## config.mk

```make
export PLATFORM = sky130hd
export DESIGN_NAME = btn_debounce
export DESIGN_NICKNAME = d
export VERILOG_FILES = /design/src/rtl/btn_debounce.sv
export SDC_FILE = /design/constraint.sdc
export NUM_CORES = 1
export LEC_CHECK = 0
export ABC_AREA = 1
export ABC_CLOCK_PERIOD_IN_PS = 1700
export CAP_MARGIN = 20
export CORE_UTILIZATION = 55
export CTS_CLUSTER_DIAMETER = 120
export DETAILED_ROUTE_END_ITERATION = 7
export PLACE_DENSITY = 0.8
export SYNTH_ARGS = -nofsm -noshare
export SYNTH_HDL_FRONTEND = slang
export SYNTH_SLANG_ARGS = --single-unit
```

## constraint.sdc

```tcl
create_clock -name clk -period 1.7 [get_ports clk]
set_clock_uncertainty 0.1 [all_clocks]
set_input_delay 0.17 -clock clk [delete_from_list [all_inputs] [get_ports clk]]
set_output_delay 0.17 -clock clk [all_outputs]
set_load 0.005 [all_outputs]
```

## src/rtl/btn_debounce.sv

```systemverilog
// Push-button debouncer: 2-flop synchronizer, clk_deb rising-edge sample tick, and a
// per-button consecutive-difference counter that updates a clean level and emits edge pulses.
module btn_debounce #(
  parameter int unsigned N_BTN      = 5,
  parameter int unsigned STABLE_CNT = 4
) (
  input  logic             clk,
  input  logic             rst_n,
  input  logic             clk_deb,
  input  logic [N_BTN-1:0] btn_in,
  output logic [N_BTN-1:0] btn_level,
  output logic [N_BTN-1:0] btn_press,
  output logic [N_BTN-1:0] btn_release
);

  localparam logic [3:0] CntLast = 4'(STABLE_CNT - 1);

  logic [N_BTN-1:0]      sync1_q, sync2_q;
  logic                  clk_deb_q;
  logic                  tick;
  logic [N_BTN-1:0][3:0] cnt_q, cnt_d;
  logic [N_BTN-1:0]      level_q, level_d;
  logic [N_BTN-1:0]      press_q, press_d;
  logic [N_BTN-1:0]      release_q, release_d;

  // clk_deb is only a sample enable; one tick per rising edge.
  assign tick = clk_deb & ~clk_deb_q;

  always_comb begin
    cnt_d     = cnt_q;
    level_d   = level_q;
    press_d   = '0;
    release_d = '0;
    for (int i = 0; i < N_BTN; i++) begin
      if (tick) begin
        if (sync2_q[i] == level_q[i]) begin
          cnt_d[i] = '0;
        end else if (cnt_q[i] < CntLast) begin
          cnt_d[i] = cnt_q[i] + 4'd1;
        end else begin
          cnt_d[i]     = '0;
          level_d[i]   = sync2_q[i];
          press_d[i]   = sync2_q[i];
          release_d[i] = ~sync2_q[i];
        end
      end
    end
  end

  // clk_deb_q resets high so a clk_deb already high at reset release is not a tick.
  always_ff @(posedge clk or negedge rst_n) begin
    if (!rst_n) begin
      sync1_q   <= '0;
      sync2_q   <= '0;
      clk_deb_q <= 1'b1;
      cnt_q     <= '0;
      level_q   <= '0;
      press_q   <= '0;
      release_q <= '0;
    end else begin
      sync1_q   <= btn_in;
      sync2_q   <= sync1_q;
      clk_deb_q <= clk_deb;
      cnt_q     <= cnt_d;
      level_q   <= level_d;
      press_q   <= press_d;
      release_q <= release_d;
    end
  end

  assign btn_level   = level_q;
  assign btn_press   = press_q;
  assign btn_release = release_q;

endmodule
```

Word level (Yosys, flattened, before mapping)
Index checks and enable logic that the tools add are counted.
{"block": "totals", "regBits": 46, "in_bits": 8, "out_inout_bits": 15, "wordCells": 92}
{"block": "op_classes", "n_addsub": 5, "order_cmp": 5, "n_eq_ne": 5, "mux": 40, "bitwise": 17, "reduce_logical": 5}
{"op": "2-to-1 mux 4 bit", "n": 10}
{"op": "2-to-1 mux 1 bit", "n": 30}
{"op": "adder 4 x 1 -> 4 bit, second input constant", "n": 5}
{"op": "< comparator 4 x 2 -> 1 bit, second input constant", "n": 5}
{"op": "NOT 1 bit", "n": 16}
{"op": "AND reduction 3 bit", "n": 5}
{"op": "== test 1 bit", "n": 5}
{"op": "AND 1 bit", "n": 1}

Logic depth before layout (Yosys ltp)
{"block": "logic_depth", "depth_word": 4, "mapped_depth": 6, "depth_no_buf": 6}

Worst setup path after synthesis
No wires, ideal clock.
{"block": "synth_timing", "path_type": "reg2reg", "from": "register clk_deb_q", "to": "register level_q[3], in the netlist btn_level[3]", "setup_time_ns": 0.118, "arrival_time_ns": 0.945, "t_required_ns": 1.482, "setup_slack_ns": 0.537, "path_stages_with_launch": 7, "n_path_buf": 1, "period_less_slack_ns": 1.163, "path_cell_list": "dfstp_2 > inv_2 > nand2_2 > inv_4 > buf_6 > nand4_1 > nand2_1"}
{"block": "synth_via", "elab_chain_cells": 3}
{"item": "start: declaration", "line_no": "19", "rtl": "logic clk_deb_q;"}
{"item": "start signal: assignment", "line_no": "63", "rtl": "clk_deb_q <= clk_deb;"}
{"item": "NOT 1 bit", "line_no": "27", "rtl": "assign tick = clk_deb & ~clk_deb_q;"}
{"item": "AND 1 bit", "line_no": "27"}
{"item": "AND reduction 3 bit (no source line)"}
{"item": "end signal: assignment", "line_no": "65", "rtl": "level_q <= level_d;"}
{"item": "end: declaration", "line_no": "22", "rtl": "logic [N_BTN-1:0] level_q, level_d;"}
Every way passes these cells.
A chain may end at the register's enable or synchronous reset.

Worst setup path in the final report
{"block": "layout_timing", "from": "register level_q[2], in the netlist btn_level[2]", "to": "output port btn_level[2]"}
{"item": "end: declaration", "line_no": "11", "rtl": "output logic [N_BTN-1:0] btn_level,"}
No word-level cell between the ends.

==> key figures <==
Status
  • Run status: finished clean

Timing
  • RSZ-0062 raised after global routing: false
  • Final setup violation count: 0
  • Fin crit share: 0.9222
  • Slew HR: 0.7117
  • Final Max Slew Viols: 0
  • Final Hold Violating Endpoints: 0
  • Post-route minimum period: 1.568 ns
  • Worst-Margin Slew: 0.4324 ns
  • Fmax: 637.9 MHz
  • Fin Setup TNS: 0 ns
  • Setup slack after layout: 0.1323 ns

Placement
  • Post-place setup slack: 0.2296 ns
  • RD Place Congestion: 0.7301
  • DP HPWL: 2070 µm
  • Port bufs: 22

Drt
  • DRT Pass-1 Iters: 4
  • DRT Wirelength: 2785 µm
  • Via/cell ratio: 4.819
  • Detail Route Antenna Nets: 0
  • Via count: 1,224
  • DRT iter0 DRCs: 19
  • DRC Markers: 0
  • Routed WL per cell: 10.96 µm

Floorplan
  • Die Y-Extent: 58.56 µm
  • DIE WIDTH: 58.56 µm
  • Top Ports: 23
  • Core Box Area: 0.003053 mm²
  • Die area: 0.003429 mm²
  • Rows: 20
  • Initial core utilization: 0.5762

Clocking
  • Clock sinks: 46
  • CTS tree: done
  • Clock latency on the worst-skew pair: 0.35 ns
  • Clock H-tree levels: 2
  • CTS Buf Count: 5
  • Max clock buf depth: 2
  • Post_cts resized: 0
  • Clock root cell: clkbuf_4
  • Setup Buffers After CTS: 0
  • Clock Pin Slew Worst Setup and Hold Paths: 0.12 ns

Setup path
  • Arrival time worst endpoint: 1.30 ns
  • CP Capture Type: output port
  • Top delay family on crit path: buffers and inverters
  • Slowest stage delay, CP: 0.52 ns
  • Crit path kind: reg2out
  • Startpoint Class: register
  • Req. time, crit path: 1.43 ns
  • CP Cell Sequence: clkdlybuf4s50_1
  • Worst path bufs/invs: 1
  • Crit-path slowest cell: clkdlybuf4s50_1
  • Largest fanout on the critical path: 5

Cells and area
  • Area grow syn2layout: 19.70%
  • FILL cells: 252
  • Nets@finish: 222
  • N_diodes: 0
  • Share of layout cells above drive strength 1: 0.07619

Synthesis
  • YS warnings: 0
  • #FFs+latches synth: 46
  • Post-synth EDFFs: 0
  • Seq/Total Area, Yosys: 0.6550
  • Synth area leaders: dfrtp_1 64%, nand2_1 9.2%, nor2_1 6.2%, inv_1 5.5%, ha_1 3.6%
  • Post-Syn Instances: 180
  • Top FF cell, synth: dfrtp_1
  • Post-synth top area cell: dfrtp_1
  • Fraction of registers with async set/reset: 1.000
  • Mean Syn Cell Area: 9.773 µm²
  • Net Count, Synth: 193
  • Mapped Area: 0.001759 mm²
  • Post-synth cell types: 17
  • Synth cell count leaders: 45 x dfrtp_1, 43 x nand2_1, 29 x nor2_1
  • Top-count cell post-synth: dfrtp_1
  • Top-area cell type share of the netlist area: 0.6401

Power and ir drop
  • Power density over the cells: 1202 mW/mm²
  • LEAKAGE: 1.140 nW
  • Max IR drop VDD: 0.8053 mV

Global routing
  • Total gr overflow: 0
  • Total GRT Usage: 0.1980
  • First-pass GRT wire length: 4843 µm
  • Largest net degree at the start of global routing: 29
  • Vias in the first global route: 1,244
  • Initial antenna violation count: 0

Worst hold path
  • Hold WC Path Type: in2reg

Run
  • Maxcap violations: 0
registers in the layout, indices dropped and copies added, names as in the netlist:
name,count
btn_level,5
btn_press,5
btn_release,5
clk_deb_q,1
cnt_q,20
sync1_q,5
sync2_q,5
kinds of logic (layout without fill, tap and decap cells):
| family | after synthesis | after routing | share of synthesized area |
|---|---|---|---|
| buffers and inverters | 31 | 61 | 0.07326 |
| AND/OR/NAND/NOR | 95 | 95 | 0.2276 |
| flip-flops | 46 | 46 | 0.6551 |
| AO/OA/AOI/OAI | 3 | 3 | 0.008532 |
| adder cells (fa/ha/maj) | 5 | 5 | 0.03556 |
layout by cell type (no fill, tap or decap), types with 2 or more instances in the layout:
cell type        instances
dfrtp_1                 45
nand2_1                 43
nor2_1                  29
inv_1                   26
clkdlybuf4s50_1         21
nand3_1                 12
nand4_1                  7
ha_1                     5
clkbuf_4                 5
nor2_2                   2
o21ai_0                  2
stage by stage:
step / hold slack (ns) / cell area (µm²) / utilization / instances / power, mW
4_1_cts: 0.1267 / 2106 / 0.6898 / 254 / 2.566
6_report: 0.1423 / 2106 / 0.6898 / 254 / 2.532
3_5_place_dp: 0.03330 / 2036 / 0.6668 / 245 / 2.049
3_3_place_gp: 0.02526 / 2036 / 0.6668 / 245 / 1.969
5_1_grt: 0.1011 / 2106 / 0.6898 / 254 / 2.734
2_1_floorplan: -0.2256 / 1759 / - / 180 / 1.766
metal layers:
metal | up-vias | GRT usage | routed length [µm]
li1 | 607 | - | -
met1 | 586 | 0.2030 | 1137
met2 | 25 | 0.3481 | 1484
met3 | 6 | 0.07253 | 107
met4 | 0 | 0.1122 | 57
met5 | - | 0 | 0
path summary, 6_finish.rpt:
path,start,end,slack [ns],cells after the start
setup / recovery,btn_level[2],btn_level[2],0.13,1
hold / removal,btn_in[1],sync1_q[1],0.14,1
setup reg to reg,cnt_q[12],btn_level[3],0.40,5
hold reg to reg,sync1_q[0],sync2_q[0],0.27,0
max in group asynchronous,rst_n,clk_deb_q,0.76,3
min in group asynchronous,rst_n,btn_press[3],0.18,2
report_power, final:
| group | switching, mW | total [mW] | internal [mW] |
|---|---|---|---|
| clock network | 0.318 | 0.519 | 0.201 |
| logic | 0.318 | 0.613 | 0.295 |
| registers | 0.136 | 1.40 | 1.26 |
| total | 0.772 | 2.53 | 1.76 |
layout make-up:
class / count / area [µm²] / area share
inverters: 28 / 107.6 / 0.05110
multi-input cells: 103 / 478.0 / 0.2270
clock buffers: 7 / 55.05 / 0.02614
repair buffers: 25 / 252.7 / 0.1200
flip-flops and latches: 46 / 1152 / 0.5472
well taps: 44 / 55.05 / 0.02614
clock inverters: 1 / 5.005 / 0.002377
repair_timing:
action,in CTS,in global routing
endpoints found under the setup margin,0,0
hold buffers,1,0
endpoints found under the hold margin,45,0
No activity file was read; power rests on OpenSTA's default activity.
==> patch 1, RTL diff (same settings) <==
Set the parameter `N_BTN` to 10 (it was 5).
--- a/src/rtl/btn_debounce.sv
+++ b/src/rtl/btn_debounce.sv
@@ -1,7 +1,7 @@
 // Push-button debouncer: 2-flop synchronizer, clk_deb rising-edge sample tick, and a
 // per-button consecutive-difference counter that updates a clean level and emits edge pulses.
 module btn_debounce #(
-  parameter int unsigned N_BTN      = 5,
+  parameter int unsigned N_BTN      = 10,
   parameter int unsigned STABLE_CNT = 4
 ) (
   input  logic             clk,
Ports: changed (resized btn_in, btn_level, btn_press and btn_release); port bits go from 23 to 43. The function was not compared with the original's and may differ.
==> patch 1 against the unedited design <==
Area after synthesis is 96% higher. Sequential cell count rose by 45. Non-clock buffer count rose by 24. Register-to-register slack worse by 0.03 ns. Power grew 110%. Clock power up 140%. Routed wire length rose by 100%. Die area rose by 92%. Final cell count is 88% higher. Hold slack better by 0.0013 ns. Worst setup slack improved by 0.020 ns. First-iteration DRC count increased to 8.5 times the old value. Cell area is 98% higher. Largest cell class unchanged. Largest power group unchanged.
==> patch 1: results (changes against the unedited design) <==
[placed_design]
port_buffers=42  ; +91%
place_congestion=0.7716  ; +5.7%
placed_area_mm2=0.003991  ; +96%
hpwl_um=3787  ; +83%

[global_routing]
grt_usage_pct=19.96  ; +0.16 points
grt_start_max_net_pins=61  ; +110%
grt_pass1_wl_um=9708  ; +100%
grt_pass1_vias=2335  ; +88%
grtUsageMet2_pct=33.19  ; -1.6 points
gr-usage-met3_pct=4.607  ; -2.6 points

[worst_hold_path]
hp-start=btn_in[5]

[power]
vdd_drop_max_mv=0.7756  ; -3.7%

[setup_path]
r2r_start=cnt_q[16]
startpoint=btn_level[3]
worst-path-max-fanout=4  ; -1

[cells_and_area]
drive_above_1_share_pct=6.716  ; -0.90 points
fill_cells=436  ; +73%
largest_reg_flops=40  ; +100%
final_nets=420  ; +89%

[logic_synthesis]
synthTopCellsByArea=dfrtp_1, nand2_1, nor2_1
synth_nets=367  ; +90%
ys_top_cells_by_count=dfrtp_1, nand2_1, nor2_1

[cts]
numCtsBuffers=9  ; +4
ctsHtreeMaxLevel=3  ; +1
cts_root_buf=clkbuf_8

[timing]
tightest_slew_ns=0.3035  ; -0.1289 ns

[route]
vias_per_cell=4.950  ; +2.7%
wl_um=5582  ; +100%
drt_iter0_drc=161  ; +142

[status]
status=complete, no violations

patch 1: power breakdown:
group          internal (mW)  switching [mW]
clock                  0.522           0.734
sequential              2.51           0.273
combinational          0.619           0.614
total                   3.65            1.62
patch 1: worst paths after layout:
path	endpoint	slack, ns	cells past startpoint
worst max register to register	btn_level[4]	0.37	6
min in group asynchronous	btn_press[3]	0.22	3
worst min register to register	sync2_q[3]	0.25	0
worst min-delay path	sync1_q[5]	0.14	1
max in group asynchronous	sync1_q[0]	0.97	3
worst max-delay path	btn_level[3]	0.15	1
patch 1: worst reg2reg max path, stage by stage (launching register included):
cell,delay [ns]
dfrtp_1,0.40
ha_1,0.20
nor2_1,0.18
nand2_1,0.12
nand3_1,0.14
nand2_1,0.07
nand2_1,0.06
patch 1: cells by family after synthesis:
| group | Yosys count | share of synthesized area [%] |
|---|---|---|
| flops | 91 | 66.17 |
| fa+ha+maj | 10 | 3.634 |
| simple gates | 175 | 21.58 |
| buf+inv | 51 | 6.141 |
| compound gates | 17 | 2.471 |
patch 1: routing by layer:
metal	vias to the layer above	part of all wire (%)
li1	1174	-
met1	1138	45
met2	36	50
met3	13	2.9
met4	0	2.4
met5	-	0
patch 1: repair_timing:
item,CTS,global route
buffers inserted,0,0
hold buffers,1,0
endpoints found under the hold margin,91,0
patch 1: layout make-up:
class	instances	area [um2]	area share, %
repair buffers	49	510.5	12.24
clock buffers	9	123.9	2.970
multi-input cells	202	953.4	22.86
well taps	75	93.84	2.250
flip-flops and latches	91	2278	54.64
clock inverters	7	45.04	1.080
inverters	44	165.2	3.960
patch 1: metrics by stage:
| stage | total power, mW | instances | utilization [%] |
|---|---|---|---|
| 6_report | 5.272 | 477 | 69.61 |
| 4_1_cts | 5.326 | 477 | 69.61 |
| 3_5_place_dp | 4.050 | 460 | 66.62 |
| 2_1_floorplan | 3.537 | 344 | - |
| 5_1_grt | 5.637 | 477 | 69.61 |
| 3_3_place_gp | 3.940 | 460 | 66.62 |
==> patch 2, RTL diff (same settings) <==
Without the edit above. Reset style: synchronous (`rst_n`), changed in one clocked block.
--- a/src/rtl/btn_debounce.sv
+++ b/src/rtl/btn_debounce.sv
@@ -48,7 +48,7 @@
   end
 
   // clk_deb_q resets high so a clk_deb already high at reset release is not a tick.
-  always_ff @(posedge clk or negedge rst_n) begin
+  always_ff @(posedge clk) begin
     if (!rst_n) begin
       sync1_q   <= '0;
       sync2_q   <= '0;
Check against the original RTL: differs if rst_n is asserted again (counterexample within 10 cycles, from zero or initial values and one cycle with rst_n low); with rst_n held inactive, the same outputs for 10 cycles.
==> patch 2 against the unedited design <==
Non-clock buffer count fell by 1. Routed wire length fell by 2.4%. Cell area fell by 2.3%. Worst setup slack got worse by 0.0099 ns. Synthesized cell count rose by 17%. Hold slack improved by 0.087 ns. Area after synthesis rose by 2.1%. Global-route usage fell by 2.1 points. Sequential cell count did not move. Critical path depth did not move. First-iteration DRC count rose by 68%. Critical endpoint unchanged.
Power is not compared: it rests on default switching activity, and its combinational part moved more than twofold at a synthesized area within 25%.
==> patch 2: results (changes against the unedited design) <==
[placed_design]
hpwl_um=1885  ; -9.0%
place_congestion=0.7929  ; +8.6%

[logic_synthesis]
ys.flop_type=dfxtp_1
ys_types=20  ; +3
synth_nets=224  ; +16%
synth_adder_area_share_pct=3.484  ; -0.072 points
ys_top_cells_by_count=dfxtp_1, nand2_1, inv_1, nor2_1, nand3_1
synth_xor_area_share_pct=2.439  ; +2.4 points
synthArstFlopShare_pct=0  ; -100 points
synthTopCellsByArea=dfxtp_1, nand2_1, inv_1
synth-compound-area-share_pct=6.341  ; +5.5 points
seq_area_frac_synth_pct=51.29  ; -14 points

[route]
dr_total_vias=1297  ; +6.0%
drt_iter0_drc=32  ; +13
wl_per_cell_um=9.809  ; -11%

[global_routing]
grt_start_max_net_pins=30  ; +3.4%
grt_pass1_vias=1062  ; -15%
antenna_found_initial=0  ; unchanged
grt_usage_pct=17.73  ; -2.1 points
grt_pass1_wl_um=4602  ; -5.0%

[cells_and_area]
final_nets=247  ; +11%
antenna_cells=0  ; unchanged
drive_above_1_share_pct=12.45  ; +4.8 points

[power]
leakage_nw=0.8508

[cts]
cts_hold_buf=0  ; -1
cts_root_buf=clkbuf_4

[setup_path]
critical-path-slowest-cell=clkdlybuf4s50_1
ff2ff_path_depth=6  ; +1
worst-path-max-fanout=4  ; -1
r2r_setup_slack_ns=0.44  ; +0.04 ns
startpoint=btn_level[2]
r2r-end=cnt_q[17]
worstPathArrival_ns=1.31
r2r_start=cnt_q[16]

[timing]
tightest_slew_ns=0.2866  ; -0.1458 ns

[status]
status=complete, no violations

-- patch 2: cell types whose count changed after synthesis, moves of 5 or more --
cell,change
dfxtp_1,+46
dfrtp_1,-45
a21oi_2,+9
nor3_1,+9
nand4_1,-7
nor3_2,+6
a21oi_1,+5
buf_6,+5
xor2_1,+5
-- patch 2: logic make-up after synthesis --
logic type | Yosys count
adders and majority gates | 5
and+or+nand+nor | 100
DFF | 46
xor gates and xnor gates | 5
AOI/OAI and AO/OA | 16
buffers and inverters | 39
-- patch 2: stage by stage --
step           cells  setup slack, ns  instance area, um2  utilization (%)
3_5_place_dp     271           0.1446                2006            65.16
5_1_grt          277          0.05769                2057            66.83
6_report         277           0.1225                2057            66.83
4_1_cts          277           0.1183                2057            66.83
2_1_floorplan    211           0.6090                1795                -
3_3_place_gp     271           0.1938                2006            65.16
-- patch 2: power breakdown --
part | internal, mW | total [mW] | leakage [nW] | switching, mW
Combinational | 0.0289 | 0.0735 | 0.448 | 0.0446
Sequential | 1.09 | 1.10 | 0.373 | 0.00944
Clock | 0.187 | 0.496 | 0.0302 | 0.309
-- patch 2: worst min path at each step --
stage | startpoint | to | slack (ns) | cells past startpoint
floorplan | clk_deb | clk_deb_q | 0.17 | 2
global placement | sync1_q[2] | sync2_q[2] | 0.29 | 2
detailed placement | sync1_q[2] | sync2_q[2] | 0.30 | 2
CTS | btn_in[1] | sync1_q[1] | 0.23 | 3
global route | btn_in[0] | sync1_q[0] | 0.22 | 3
finish | btn_in[1] | sync1_q[1] | 0.23 | 3
-- patch 2: cell type report --
type	instances	area (um2)
Fill cell	280	1021
Sequential cell	46	920.9
Multi-Input combinational cell	126	675.6
Timing Repair Buffer	24	235.2
Inverter	31	118.9
Tap cell	44	55.05
Clock buffer	6	51.30
-- patch 2: layer usage --
layer | vias to the layer above | track usage, % | part of all wire, %
met2 | 15 | 27.76 | 47
met4 | 0 | 8.163 | 1.5
met1 | 586 | 22.96 | 49
met3 | 4 | 4.585 | 2.4
met5 | - | 0 | 0
li1 | 692 | - | -
